## src/rtl/counter_sequencer.sv

```systemverilog
// Sequencer for one external up/down counter: drives its rst/select from
// registered state and watches its count to produce triangle or sawtooth runs.
// Optional feature: define COUNTER_SEQ_WATCHDOG_EN to add a shadow model of the
// counter that flags divergence on err and aborts the run.
module counter_sequencer #(
  parameter int unsigned BITS  = 4,
  parameter int unsigned CYC_W = 4
) (
  input  logic             clk,
  input  logic             rst,
  input  logic             start,
  input  logic             stop,
  input  logic             mode,
  input  logic [BITS-1:0]  top_i,
  input  logic [CYC_W-1:0] cycles_i,
  input  logic [BITS-1:0]  cnt_count,
  output logic             cnt_rst,
  output logic             cnt_select,
  output logic             busy,
  output logic             done,
  output logic [CYC_W-1:0] period_cnt,
  output logic             err
);

  localparam logic [BITS-1:0]  CntOne = BITS'(1);
  localparam logic [CYC_W-1:0] CycOne = CYC_W'(1);

  typedef enum logic [1:0] {StIdle, StUp, StDown, StClr} state_e;

  state_e             state_q, state_d;
  logic               mode_q;
  logic [BITS-1:0]    top_q;
  logic [CYC_W-1:0]   cycles_q;
  logic [CYC_W-1:0]   period_q, period_d;
  logic               done_d;
  logic               err_q, err_d;
  logic               accept;
  logic               end_period;
  logic               wd_trip;

`ifdef COUNTER_SEQ_WATCHDOG_EN
  logic [BITS-1:0] shadow_q, shadow_d;

  // Shadow copy of the counter, stepped by the same registered controls it sees.
  always_comb begin
    shadow_d = shadow_q;
    if (cnt_rst)         shadow_d = '0;
    else if (cnt_select) shadow_d = shadow_q + CntOne;
    else                 shadow_d = shadow_q - CntOne;
  end

  // Shadow register update.
  always_ff @(posedge clk) begin
    if (rst) shadow_q <= '0;
    else     shadow_q <= shadow_d;
  end

  assign wd_trip = busy && (cnt_count != shadow_q);
`else
  assign wd_trip = 1'b0;
`endif

  // Next-state, period counting and abort priority (stop over watchdog over normal flow).
  always_comb begin
    state_d    = state_q;
    period_d   = period_q;
    done_d     = 1'b0;
    err_d      = err_q;
    end_period = 1'b0;
    accept     = 1'b0;

    unique case (state_q)
      StIdle: begin
        if (start && !stop && (top_i != '0)) begin
          accept   = 1'b1;
          state_d  = StUp;
          period_d = '0;
          err_d    = 1'b0;
        end
      end
      // Turn around one count early so the counter peaks exactly at top.
      StUp: begin
        if (cnt_count == top_q - CntOne) state_d = mode_q ? StClr : StDown;
      end
      StDown: begin
        if (cnt_count == CntOne) end_period = 1'b1;
      end
      StClr: end_period = 1'b1;
      default: state_d = StIdle;
    endcase

    if (end_period) begin
      period_d = period_q + CycOne;
      if ((cycles_q != '0) && (period_d == cycles_q)) begin
        state_d = StIdle;
        done_d  = 1'b1;
      end else begin
        state_d = StUp;
      end
    end

    if (wd_trip) begin
      state_d  = StIdle;
      done_d   = 1'b0;
      period_d = period_q;
      err_d    = 1'b1;
    end

    if (stop && (state_q != StIdle)) begin
      state_d  = StIdle;
      done_d   = 1'b0;
      period_d = period_q;
    end
  end

  // State, latched run parameters and registered outputs decoded from the next state.
  always_ff @(posedge clk) begin
    if (rst) begin
      state_q    <= StIdle;
      mode_q     <= 1'b0;
      top_q      <= '0;
      cycles_q   <= '0;
      period_q   <= '0;
      err_q      <= 1'b0;
      done       <= 1'b0;
      cnt_rst    <= 1'b1;
      cnt_select <= 1'b0;
      busy       <= 1'b0;
    end else begin
      state_q    <= state_d;
      period_q   <= period_d;
      err_q      <= err_d;
      done       <= done_d;
      cnt_rst    <= (state_d == StIdle) || (state_d == StClr);
      cnt_select <= (state_d == StUp);
      busy       <= (state_d != StIdle);
      if (accept) begin
        mode_q   <= mode;
        top_q    <= top_i;
        cycles_q <= cycles_i;
      end
    end
  end

  assign period_cnt = period_q;
  assign err        = err_q;

endmodule

```

## config.mk

```make
export PLATFORM = sky130hd
export DESIGN_NAME = counter_sequencer
export DESIGN_NICKNAME = d
export VERILOG_FILES = /design/src/rtl/counter_sequencer.sv
export SDC_FILE = /design/constraint.sdc
export NUM_CORES = 1
export LEC_CHECK = 0
export ABC_AREA = 1
export BUFFER_PORTS_ARGS = -buffer_cell sky130_fd_sc_hd__clkbuf_2
export CELL_PAD_IN_SITES_DETAIL_PLACEMENT = 0
export CELL_PAD_IN_SITES_GLOBAL_PLACEMENT = 1
export CORE_MARGIN = 2
export CORE_UTILIZATION = 32
export DETAILED_ROUTE_END_ITERATION = 10
export PLACE_DENSITY_LB_ADDON = 0.25
export SLEW_MARGIN = 20
export SYNTH_ARGS = -nofsm -noshare
export SYNTH_HDL_FRONTEND = slang
export SYNTH_SLANG_ARGS = --single-unit
```

## constraint.sdc

```tcl
create_clock -name clk -period 1.6 [get_ports clk]
set_input_delay 0.32 -clock clk [delete_from_list [all_inputs] [get_ports clk]]
set_output_delay 0.32 -clock clk [all_outputs]
set_load 0.05 [all_outputs]
```

# After elaboration in Yosys (flattened, before gate mapping)
# Index checks and enable logic that the tools add are counted.
dict set report totals {
  reg_bits 19
  output_inout_bits 9
}
dict set report classes {
  addsub 2
  n_eq_ne 8
  muxes 15
  bitwise 2
  n_reduce_logical 16
}
# cell count
set ops {}
lappend ops {{$mux W4} 3}
lappend ops {{$eq A4 B4 Y1} 2}
lappend ops {{$mux W2} 4}
lappend ops {{$reduce_bool A2 Y1} 4}
lappend ops {{$reduce_bool A4 Y1} 2}
lappend ops {{$eq A2 B2 Y1 const B} 3}
lappend ops {{$mux W1} 6}
lappend ops {{$add A4 B1 Y4 const B} 1}
lappend ops {{$eq A2 B1 Y1 const B} 2}
lappend ops {{$eq A4 B1 Y1 const B} 1}
lappend ops {{$logic_and A1 B1 Y1} 4}
lappend ops {{$logic_not A2 Y1} 2}
lappend ops {{$pmux W2 S2} 1}
lappend ops {{$sub A4 B1 Y4 const B} 1}
lappend ops {{$reduce_and A3 Y1} 1}
lappend ops {{$reduce_or A3 Y1} 1}
lappend ops {{$not A1 Y1} 2}
lappend ops {{$pmux W1 S2} 1}
lappend ops {{$logic_not A1 Y1} 1}
lappend ops {{$logic_or A1 B1 Y1} 1}

# Depth between registers and ports, before layout
dict set report depth {
  depth_word 9
  depth_mapped 15
  depth_no_buf 15
}

# Worst setup path after synthesis
# OpenSTA, ideal clock, no wires.
dict set report synth_timing {
  path_kind {register to register}
  startpoint {register period_q[0] (netlist: period_cnt[0])}
  endpoint {register cnt_select}
  setup_ns 0.129
  t_arrival_ns 1.886
  path_slack_ns -0.415
  stages_incl_launch_ff 14
  path_cell_list {dfxtp_1 > ha_1 > nand2_1 > nand3_1 > nand2_1 > nor2_2 > nand2_2 > nor2_1 > nor2_2 > nand2_2 > inv_1 > ha_1 > inv_1 > nor2_1}
}
dict set report synth_between {
  elab_chain_cells 7
}
# element line_no
set synth_lines {}
lappend synth_lines {{start: declaration} 34} ;# logic [CYC_W-1:0] period_q, period_d;
lappend synth_lines {{start signal: assignment} 131} ;# period_q <= period_d;
lappend synth_lines {{$add A4 B1 Y4} 93} ;# period_d = period_q + CycOne;
lappend synth_lines {{$eq A4 B4 Y1} 94} ;# if ((cycles_q != '0) && (period_d == cycles_q)) begin
lappend synth_lines {{$logic_and A1 B1 Y1} 94}
lappend synth_lines {{$mux W1} 94}
lappend synth_lines {{$mux W2} 92} ;# if (end_period) begin
lappend synth_lines {{$mux W2} 109} ;# if (stop && (state_q != StIdle)) begin
lappend synth_lines {{named net state_d[0]} 30} ;# state_e state_q, state_d;
lappend synth_lines {{$eq A2 B1 Y1} 135} ;# cnt_select <= (state_d == StUp);
lappend synth_lines {{end signal: assignment} 135}
lappend synth_lines {{end: declaration} 18} ;# output logic cnt_select,
# The timed path passes the listed nets, and every way through them passes these cells.
# A chain may end at the register's enable or synchronous reset.

# Worst setup path after layout
dict set report layout_timing {
  startpoint {register period_q[0] (netlist: period_cnt[0])}
  endpoint {register cnt_rst}
}
dict set report layout_between {
  elab_chain_cells 8
  word_cells_on_any_way 9
  classes_between {add/sub (1); eq/ne (2); mux (3); reduce/logical (3)}
}
# element line_no
set layout_lines {}
lappend layout_lines {{$add A4 B1 Y4 (*)} 93}
lappend layout_lines {{$eq A4 B4 Y1 (*)} 94}
lappend layout_lines {{$logic_and A1 B1 Y1 (*)} 94}
lappend layout_lines {{$mux W1 (*)} 94}
lappend layout_lines {{$mux W2 (*)} 92}
lappend layout_lines {{$mux W2 (*)} 109}
lappend layout_lines {{$eq A2 B2 Y1 or $logic_not A2 Y1 (tied branches)} 134} ;# cnt_rst <= (state_d == StIdle) || (state_d == StClr);
lappend layout_lines {{$logic_or A1 B1 Y1 (*)} 134}
lappend layout_lines {{end signal: assignment} 134}
lappend layout_lines {{end: declaration} 17} ;# output logic cnt_rst,
# Every way passes the cells marked *; elsewhere a longest branch is shown, timed or not.

==> impl_metrics.env <==
export IMPL_hold_path_class="primary input to flop"
export IMPL_htree_num_levels=1
export IMPL_grt_use_met2_pct=27.1
export IMPL_cts_root_buf="clkbuf_4"
export IMPL_place_ws_ns=-0.0586
export IMPL_cts_max_path_buffers=2
export IMPL_syn_to_final_growth_pct=30.8
export IMPL_die_y_microns=61.3
export IMPL_ys_ff_latch=19
export IMPL_timing_hold_ws_ns=0.263
export IMPL_nets=219
export IMPL_core_area_sq_um=3080
export IMPL_viasPerCell=4.41
export IMPL_final_setup_worst_slack_ns=-0.00654
export IMPL_fin_setup_tns_ns=-0.00654
export IMPL_cts_hold_buf=0
export IMPL_synthCells=161
export IMPL_first_global_vias=974
export IMPL_clk_pin_slew_ns=0.11
export IMPL_grt_setup_unrepaired="yes"
export IMPL_crit_fanout=3
export IMPL_die_area_sq_um=3750
export IMPL_insertedDiodeCount=0
export IMPL_worstSetupPathType="flop to flop"
export IMPL_globalplace_congestion=0.840
export IMPL_avgSynthCellArea_sq_um=6.52
export IMPL_synth_main_ff_cell="dfxtp_1"
export IMPL_critPathLaunchType="flop"
export IMPL_hold_violations=0
export IMPL_die_x_microns=61.3
export IMPL_max_freq_mhz=622
export IMPL_end_kind="flop"
export IMPL_p_leak_nw=0.673
export IMPL_synth_top_area_share_pct=36.2
export IMPL_port_buffers=24
export IMPL_drc=0
export IMPL_numCtsBuffers=3
export IMPL_required_ns=1.79
export IMPL_wl_microns=2340
export IMPL_maxCapViolCount=0
export IMPL_drive_above_1_share_pct=35.5
export IMPL_grt_util_met3_pct=1.89
export IMPL_powerDensity_nw_per_um2=706
export IMPL_num_rows=20
export IMPL_grt_met1_usage_pct=15.4
export IMPL_grt_overflow=0
export IMPL_initial_utilization_pct=34.1
export IMPL_synth_top_cell_by_area="dfxtp_1"
export IMPL_finalCriticalPeriod_ns=1.61
export IMPL_drt_first_pass_iters=4
export IMPL_grt_use_total_pct=14.2
export IMPL_finalPower_uw=969
export IMPL_clock_latency_ns=0.29
export IMPL_ys_warn_count=0
export IMPL_violations="setup timing"
export IMPL_top_usage_layer="met2"
export IMPL_ys_seq_area_share_pct=36.2
export IMPL_slew_viol_final=0
export IMPL_fin_crit_sh_pct=100
export IMPL_cts_sink_count=19
export IMPL_fin_area_sq_um=1370
export IMPL_ios=26
export IMPL_vdd_drop_max_mv=0.322
export IMPL_antenna_found_initial=0
export IMPL_synthTopCellsByCount="46 x nand2_1, 22 x inv_1, 19 x dfxtp_1, 19 x nor2_1"
export IMPL_placed_area_sq_um=1310
export IMPL_async_flop_share_pct=0
export IMPL_netlist_top_cells_area="dfxtp_1 36%, nand2_1 16%, inv_1 7.9%"
export IMPL_syn_area_sq_um=1050
export IMPL_setup_violations=1
export IMPL_post_drt_wl_per_cell_microns=9.71
export IMPL_ant_nets=0
export IMPL_first_iter_violations=21
export IMPL_synth_most_common_cell="nand2_1"
export IMPL_grt_pass1_wl_microns=3870
export IMPL_yosysUniqueCellTypes=22
export IMPL_synth_nets=182
export IMPL_cp_arrival_ns=1.80
export IMPL_clock_skew_final_ns=0.00690
export IMPL_cts_tree="done"
export IMPL_dp_hpwl_microns=1930
export IMPL_synth_edf_count=0
export IMPL_vias=1062
export IMPL_grt_max_degree=13
export IMPL_status="complete, but fails checks"
metrics by stage:
stage          utilization, %  std cells
2_1_floorplan               -        161
3_3_place_gp             42.5        236
3_5_place_dp             42.5        236
4_1_cts                  43.8        240
5_1_grt                  44.6        241
6_report                 44.6        241
flip-flops by register name, summed over array words and instances (netlist names):
register / count
top_q: 4
period_cnt: 4
cnt_select: 1
cnt_rst: 1
cycles_q: 4
busy: 1
done: 1
mode_q: 1
state_q: 2
cell families (layout without fill, tap and decap cells):
kind of cell             after synthesis  after routing  share of synthesized area (%)
XOR/XNOR                               2              2                           1.67
other                                  1              1                          0.357
buffers and inverters                 27             63                           10.4
AND/OR/NAND/NOR                       90             90                           37.5
flip-flops                            19             19                           36.2
AO/OA/AOI/OAI                         18             18                           9.06
adder cells (fa/ha/maj)                4              4                           4.77
what timing repair did:
action                                  in CTS  in global routing
pin swaps                                    7                 10
setup buffers                                0                  1
resized for setup                            5                  6
endpoints found under the setup margin       2                  3
worst max-delay path: stages (launching register included):
cell and delay, ns:
dfxtp_4 0.37, ha_4 0.27, xor2_1 0.17, nor2_2 0.06
o21ai_2 0.07, nor2_2 0.05, nor2_2 0.12, nand2_2 0.08
ha_1 0.27, nand2_1 0.05
power breakdown:
| group | internal (mW) | leakage [nW] | switching, mW | total, mW |
|---|---|---|---|---|
| clock | 0.0968 | 0.0150 | 0.144 | 0.240 |
| sequential | 0.493 | 0.159 | 0.0118 | 0.505 |
| combinational | 0.0846 | 0.499 | 0.139 | 0.223 |
| total | 0.675 | 0.673 | 0.294 | 0.969 |
area by class of cell:
| class | instances | area [sq um] |
|---|---|---|
| Tap cell | 44 | 55.1 |
| Sequential cell | 19 | 393 |
| Clock buffer | 4 | 26.3 |
| Inverter | 24 | 90.1 |
| Timing Repair Buffer | 35 | 203 |
| Multi-Input combinational cell | 115 | 606 |
| Fill cell | 341 | 1710 |
placed cells by master, fill, tap and decap left out, drive strengths merged:
cell and n:
nand4 3, inv 24, xor2 1, o21ai 8, dfxtp 19, ha 4, clkbuf 28, nand2 52
xnor2 1, a31oi 1, buf 11, nand3 9, nor4 1, a21oi 9, conb 1, nor2 25
path summary, 6_finish.rpt:
| check | depth (start not counted) | start | slack, ns | to |
|---|---|---|---|---|
| max | 9 | period_cnt[0] | -0.007 | cnt_rst |
| min | 3 | cycles_i[1] | 0.26 | cycles_q[1] |
| max reg2reg | 9 | period_cnt[0] | -0.007 | cnt_rst |
| min reg2reg | 2 | top_q[3] | 0.47 | top_q[3] |
metal layers:
layer	part of all wire (%)	wire, microns	vias to the layer above
met5	0	0	-
met4	0.64	15	0
met3	2.6	62	2
met2	54	1270	11
met1	43	998	481
li1	-	-	568
Note: power is estimated with default switching activity, not from simulation.
